File: src/rtl/hazard_scheduler.sv
// hazard_scheduler: shadow scoreboard of in-flight GRF writes (E/M/W) plus a
// mult/div busy counter; produces ID-stage forward selects and the F/D/E
// stall/bubble controls for the five-stage pipeline.
module hazard_scheduler #(
    parameter int MULT_CYCLES = 5,
    parameter int DIV_CYCLES  = 10
) (
    input  logic       clk,
    input  logic       reset,
    input  logic [4:0] regA1,
    input  logic [4:0] regA2,
    input  logic [1:0] TuseRs,
    input  logic [1:0] TuseRt,
    input  logic [4:0] regA3,
    input  logic       regWrite,
    input  logic [1:0] TnewD,
    input  logic       mdStart,
    input  logic       mdIsDiv,
    input  logic       mdUse,
    output logic       stall,
    output logic       enPC,
    output logic       enD,
    output logic       clrE,
    output logic [1:0] regRD1Forward,
    output logic [1:0] regRD2Forward,
    output logic       mdBusy
);

    localparam int MAX_CYCLES = (MULT_CYCLES > DIV_CYCLES) ? MULT_CYCLES : DIV_CYCLES;
    localparam int CNT_W      = ($clog2(MAX_CYCLES + 1) < 4) ? 4 : $clog2(MAX_CYCLES + 1);

    typedef struct packed {
        logic       valid;
        logic [4:0] addr;
        logic [1:0] tnew;
    } entry_t;

    entry_t           e_ent;
    entry_t           m_ent;
    entry_t           w_ent;
    logic [CNT_W-1:0] md_count;

    logic stall_rs;
    logic stall_rt;
    logic stall_md;

    // Remaining cycles until the result exists, one stage later.
    function automatic logic [1:0] tnew_dec(input logic [1:0] t);
        return (t == 2'd0) ? 2'd0 : t - 2'd1;
    endfunction

    // Entry writes register a but cannot deliver it by the time it is consumed.
    function automatic logic pending(input entry_t ent, input logic [4:0] a,
                                     input logic [1:0] tuse);
        return ent.valid && (ent.addr == a) && (ent.tnew > tuse);
    endfunction

    // W entries always have tnew==0 by construction, so their term never
    // fires; it is kept so a longer-latency producer would still be covered.
    function automatic logic operand_stall(input logic [4:0] a, input logic [1:0] tuse,
                                           input entry_t e, input entry_t m,
                                           input entry_t w);
        return (a != 5'd0) && (tuse != 2'd3) &&
               (pending(e, a, tuse) || pending(m, a, tuse) || pending(w, a, tuse));
    endfunction

    // Youngest ready producer wins; W is covered by GRF write-through.
    function automatic logic [1:0] fwd_sel(input logic [4:0] a, input entry_t e,
                                           input entry_t m);
        if (a == 5'd0)
            return 2'd0;
        if (e.valid && (e.addr == a) && (e.tnew == 2'd0))
            return 2'd1;
        if (m.valid && (m.addr == a) && (m.tnew == 2'd0))
            return 2'd2;
        return 2'd0;
    endfunction

    // Hazard detection and forward selection from the current scoreboard.
    always_comb begin
        stall_rs      = operand_stall(regA1, TuseRs, e_ent, m_ent, w_ent);
        stall_rt      = operand_stall(regA2, TuseRt, e_ent, m_ent, w_ent);
        stall_md      = mdUse && mdBusy;
        stall         = stall_rs || stall_rt || stall_md;
        enPC          = ~stall;
        enD           = ~stall;
        clrE          = stall;
        regRD1Forward = fwd_sel(regA1, e_ent, m_ent);
        regRD2Forward = fwd_sel(regA2, e_ent, m_ent);
    end

    assign mdBusy = (md_count != '0);

    // Scoreboard advance; a stall injects a bubble into E, $0 is never tracked.
    always_ff @(posedge clk) begin
        if (reset) begin
            e_ent <= '0;
            m_ent <= '0;
            w_ent <= '0;
        end else begin
            w_ent <= {m_ent.valid, m_ent.addr, tnew_dec(m_ent.tnew)};
            m_ent <= {e_ent.valid, e_ent.addr, tnew_dec(e_ent.tnew)};
            e_ent <= {regWrite && !stall && (regA3 != 5'd0), regA3, tnew_dec(TnewD)};
        end
    end

    // Mult/div busy counter; a new issue reloads even while counting down.
    always_ff @(posedge clk) begin
        if (reset) begin
            md_count <= '0;
        end else if (mdStart && !stall) begin
            md_count <= mdIsDiv ? CNT_W'(DIV_CYCLES) : CNT_W'(MULT_CYCLES);
        end else if (md_count != '0) begin
            md_count <= md_count - 1'b1;
        end
    end

endmodule

File: config.mk
export PLATFORM = sky130hd
export DESIGN_NAME = hazard_scheduler
export DESIGN_NICKNAME = d
export VERILOG_FILES = /design/src/rtl/hazard_scheduler.sv
export SDC_FILE = /design/constraint.sdc
export NUM_CORES = 1
export LEC_CHECK = 0
export ABC_AREA = 1
export CAP_MARGIN = 20
export CELL_PAD_IN_SITES_DETAIL_PLACEMENT = 1
export CELL_PAD_IN_SITES_GLOBAL_PLACEMENT = 1
export CORE_MARGIN = 2
export CORE_UTILIZATION = 39
export DETAILED_ROUTE_END_ITERATION = 16
export GPL_TIMING_DRIVEN = 0
export PLACE_DENSITY_LB_ADDON = 0.05
export SYNTH_ARGS = -nofsm -noshare
export SYNTH_HDL_FRONTEND = slang
export SYNTH_SLANG_ARGS = --single-unit
File: constraint.sdc
create_clock -name clk -period 5.1 [get_ports clk]
set_clock_uncertainty 0.1 [all_clocks]
set_input_delay 1.02 -clock clk [delete_from_list [all_inputs] [get_ports clk]]
set_output_delay 1.02 -clock clk [all_outputs]
set_load 0.05 [all_outputs]
Word level (Yosys, flattened, before mapping) --
Index checks and enable logic that the tools add are counted.
Word-level totals: input port bits 27, ROM bits 0, memory bits (writable) 0, memories 0, logic and storage cells 100, register bits 28, latch bits 0
Operators by class: magnitude comparators 6, divide/modulo/power cells 0, $add $sub $neg 4, eq/ne operators 8, multipliers 0, reductions and logical operators 44, muxes and demuxes 27, shift operators 0, bitwise logic cells 1
Operators with widths (number):
- $eq A5 B5 Y1 | 6
- $logic_and A1 B1 Y1 | 24
- $mux W2 | 12
- $reduce_bool A5 Y1 | 3
- $gt A2 B2 Y1 | 6
- $mux W1 | 12
- $mux W4 | 3
- $logic_not A5 Y1 | 2
- $logic_not A2 Y1 | 3
- $logic_or A1 B1 Y1 | 6
- $reduce_or A2 Y1 | 3
- $sub A2 B1 Y2 const B | 3
- $ne A2 B2 Y1 const B | 2
- $reduce_bool A4 Y1 | 1
- $sub A4 B1 Y4 const B | 1
- $reduce_bool A2 Y1 | 1
- $logic_not A1 Y1 | 1
- $not A1 Y1 | 1

Longest topological paths before layout --
depth after elaboration 11, depth in mapped cells 15, mapped depth without buffers 15

Worst setup path after synthesis --
Ideal clock, no wire load.
path kind in2out, start point in TuseRs[1], end point out enPC, path slack 1000 ps, arrival time 2980 ps, buffers on the path 1, cell stages on the path 10, data required time 3980 ps, cell sequence inv_1 -> ha_1 -> a21oi_1 -> nor2_1 -> nand4_1 -> nand3_2 -> a21oi_2 -> nand2_1 -> inv_1 -> buf_4
On the way: word-level cells in the longest chain between the ends 8, elaborated cells on any way between the ends 14, those cells by class order compare (3); eq/ne (1); bitwise (1); reduce/logical (9)
RTL lines:
- start, declared | line 12 | input logic [1:0] TuseRs,
- $gt A2 B2 Y1 | line 55 | return ent.valid && (ent.addr == a) && (ent.tnew > tuse);
- $logic_and A1 B1 Y1 | line 55
- $logic_or A1 B1 Y1 (2 in series) | line 64 | (pending(e, a, tuse) || pending(m, a, tuse) || pending(w, a, tuse));
- $logic_and A1 B1 Y1 (*) | line 63 | return (a != 5'd0) && (tuse != 2'd3) &&
- $logic_or A1 B1 Y1 (*) (2 in series) | line 84 | stall = stall_rs || stall_rt || stall_md;
- net clrE | line 23 | output logic clrE,
- $not A1 Y1 (*)
- end, declared | line 21 | output logic enPC,
The timed path passes the listed nets; every way through them passes the cells marked *.

Worst setup path after layout --
start point in TuseRt[1], end point out stall
On the way: word-level cells in the longest chain between the ends 7, elaborated cells on any way between the ends 13, those cells by class order compare (3); eq/ne (1); reduce/logical (9)
RTL lines:
- start, declared | line 13 | input logic [1:0] TuseRt,
- $gt A2 B2 Y1 | line 55
- $logic_and A1 B1 Y1 | line 55
- $logic_or A1 B1 Y1 (2 in series) | line 64
- $logic_and A1 B1 Y1 (*) | line 63
- $logic_or A1 B1 Y1 (*) (2 in series) | line 84
- end, declared | line 20 | output logic stall,
Mark *: on every way between the ends. The rest lies on a longest branch, timed or not.

==> flow_metrics.py <==
metrics = {
    "critical_path": {
        "critical_path.reg2reg.endpoint": "md_count[1]",
        "worst-r2r-cell-count": 11,
        "r2r-start": "e_ent[0]",
        "critPathLaunchType": "primary input",
        "crit_required_ns": 3.98,
        "setup.worst_path.end": "stall",
        "cp_cell_sequence": "clkdlybuf4s50_1 -> inv_1 -> ha_1 -> nand2_1 -> a21boi_0 -> nand4_1 -> nand3_1 -> nand2_2 -> nand2_1 -> buf_4 -> clkdlybuf4s50_1",
        "cp_max_fo": 4,
        "critPathKind": "primary input to primary output",
        "worstPathArrival_ns": 3.65,
        "cp_slowest_stage_delay_ns": 0.79,
        "critPathSlowestCell": "clkdlybuf4s50_1",
        "r2r_setup_slack_ns": 3.19,
        "worst_setup_path_end_kind": "primary output",
        "setup.worst_path.start": "TuseRt[1]",
    },
    "synthesis": {
        "synthesis.area_um2": 1920,
        "ys_ff_latch": 28,
        "synth_area_per_cell_um2": 6.48,
        "yosysSeqAreaShare_pct": 29.1,
        "synth_cells": 297,
        "syn_nets": 341,
        "ys_types": 29,
        "ys_warn_count": 0,
    },
    "timing": {
        "finalHoldViolations": 0,
        "whs_ns": 0.331,
        "max_freq_mhz": 210,
        "drv_slew": 0,
        "fin_tns_setup_ns": 0,
        "fin_crit_sh_pct": 93.5,
        "tightest_slew_ns": 0.569,
        "slew-limit-headroom_pct": 62.1,
        "fin_crit_ns": 4.77,
        "finalSetupViolCount": 0,
        "grt_setup_unrepaired": "false",
    },
    "placement": {
        "gp_congestion": 0.911,
        "dpl.cell_count": 398,
        "portBuffers": 34,
        "hpwl_um": 4400,
    },
    "layout": {
        "nNetsFinal": 380,
        "area_growth_pct": 25.7,
        "final_util_pct": 50.9,
        "instances_no_fill": 402,
        "drive_above_1_share_pct": 7.76,
        "antennaDiodeCount": 0,
    },
    "routing": {
        "routed_wl_um": 5230,
        "avgRoutedWirePerCell_um": 13.0,
        "ant_nets": 0,
        "vias": 1923,
        "routed_via_density": 4.78,
        "drtIter0Drc": 47,
        "first_pass_iters": 4,
        "drcViolationCount": 0,
    },
    "clock_tree": {
        "cts_made_buffers": 3,
        "cts_setup_buffers": 0,
        "cts_resized": 0,
        "cts_tree": "built",
        "path_clk_slew_ns": 0.10,
        "clock_tree.root_cell": "clkbuf_8",
        "htree_levels": 1,
        "cts_buffer_depth": 2,
        "clock_sinks": 28,
        "postCtsHoldBufs": 0,
        "clock_latency_ns": 0.28,
    },
    "grt": {
        "track_usage_pct": 21.6,
        "antenna_found_initial": 0,
        "grt_max_degree": 17,
        "grt_pass1_wl_um": 9010,
        "grt_overflow_total": 0,
        "grt_pass1_vias": 1949,
    },
    "hold_path": {
        "hp-class": "flop to flop",
        "hold_start": "e_ent[0]",
    },
    "power": {
        "power.leakage_nw": 1.21,
        "ir_drop_mv": 0.329,
        "cellPowerDensity_nw_per_um2": 340,
    },
    "floorplan": {
        "die_y_um": 74.2,
        "design.core.area_um2": 4750,
        "dieWidth_um": 74.2,
        "initial_core_util_pct": 40.5,
        "io_pins": 36,
        "rows": 25,
        "die_area_um2": 5510,
    },
    "run_status": {
        "status": "complete, no violations",
    },
    "run": {
        "drv_cap": 0,
    },
}
area by class of cell:
type / instances / area, µm²
fillers: 649 / 2330
multi-input cells: 202 / 1100
flip-flops and latches: 28 / 561
repair buffers: 34 / 340
inverters: 62 / 233
well taps: 67 / 83.8
clock buffers: 3 / 41.3
clock inverters: 1 / 30.0
plain buffers: 5 / 30.0
flip-flops by register name, indices dropped and copies added, names as in the netlist:
signal and count:
md_count 4, w_ent 8, e_ent 8, m_ent 8
worst min-delay path by stage:
stage	endpoint	slack, ns	depth (start not counted)
finish	m_ent[0]	0.33	1
global route	w_ent[0]	0.37	1
CTS	m_ent[0]	0.33	1
detailed placement	m_ent[0]	0.32	1
global placement	m_ent[0]	0.30	1
floorplan	w_ent[0]	0.30	1
cell families (layout without fill, tap and decap cells):
| group | after synthesis | after routing | synth area share [%] |
|---|---|---|---|
| compound gates | 21 | 21 | 6.57 |
| flops | 28 | 28 | 29.1 |
| simple gates | 158 | 158 | 36.9 |
| buf+inv | 67 | 105 | 13.7 |
| xor+xnor | 6 | 6 | 2.73 |
| fa+ha+maj | 17 | 17 | 11.1 |
where the power goes:
group	internal (mW)	switching, mW	total, mW
registers	0.244	0.0212	0.265
clock network	0.105	0.0728	0.178
logic	0.145	0.234	0.379
placed cells by master, fill, tap and decap left out, types with 4 or more instances in the layout:
cell type	Yosys	routed
a21oi_1	6	6
nand2_1	78	78
xor2_1	5	5
nor3_1	9	9
nand3_1	5	5
nand4_1	8	8
nor2_1	44	44
inv_1	57	57
clkdlybuf4s50_1	0	34
ha_1	17	17
o21ai_0	6	6
inv_2	5	5
o21ai_1	4	4
dfxtp_1	28	28
synth_stat cells:
library cell	n	area, µm²
nor3b_1	2	15.0
o21bai_1	1	7.51
buf_4	3	22.5
nor3_1	9	45.0
nor3_2	1	10.0
nand2_1	78	293
nand4_1	8	50.1
nand4_4	1	21.3
o21ai_0	6	30.0
nor2_1	44	165
a21oi_1	6	30.0
nor2_4	1	11.3
inv_2	5	18.8
nand4_2	1	12.5
nand2_2	3	18.8
nand3_2	3	30.0
clkbuf_1	2	7.51
xnor2_1	1	8.76
nand3_1	5	25.0
a22oi_1	1	7.51
ha_1	17	213
a21boi_0	1	7.51
dfxtp_1	28	561
a21oi_2	1	8.76
a311oi_2	1	15.0
nor2_2	2	12.5
o21ai_1	4	20.0
inv_1	57	214
xor2_1	5	43.8
worst max-delay path, delay by kind of cell:
family | cells | cell delay [ns]
AND/OR/NAND/NOR | 5 | 0.59
AO/OA/AOI/OAI | 1 | 0.24
buffers and inverters | 4 | 1.49
adder cells (fa/ha/maj) | 1 | 0.32
metrics by stage:
step	power (mW)	area (µm²)	setup WS [ns]
2_1_floorplan	0.534	1920	1.00
3_3_place_gp	0.642	2350	0.248
3_5_place_dp	0.652	2350	0.239
4_1_cts	0.833	2420	0.240
5_1_grt	0.879	2420	0.160
6_report	0.822	2420	0.329
layer usage:
metal,part of all wire (%),global-route usage [%]
met1,49,30.0
met2,47,36.1
met3,3.3,2.17
met4,1.1,5.56
met5,0,0
(Power assumes the default switching activity.)
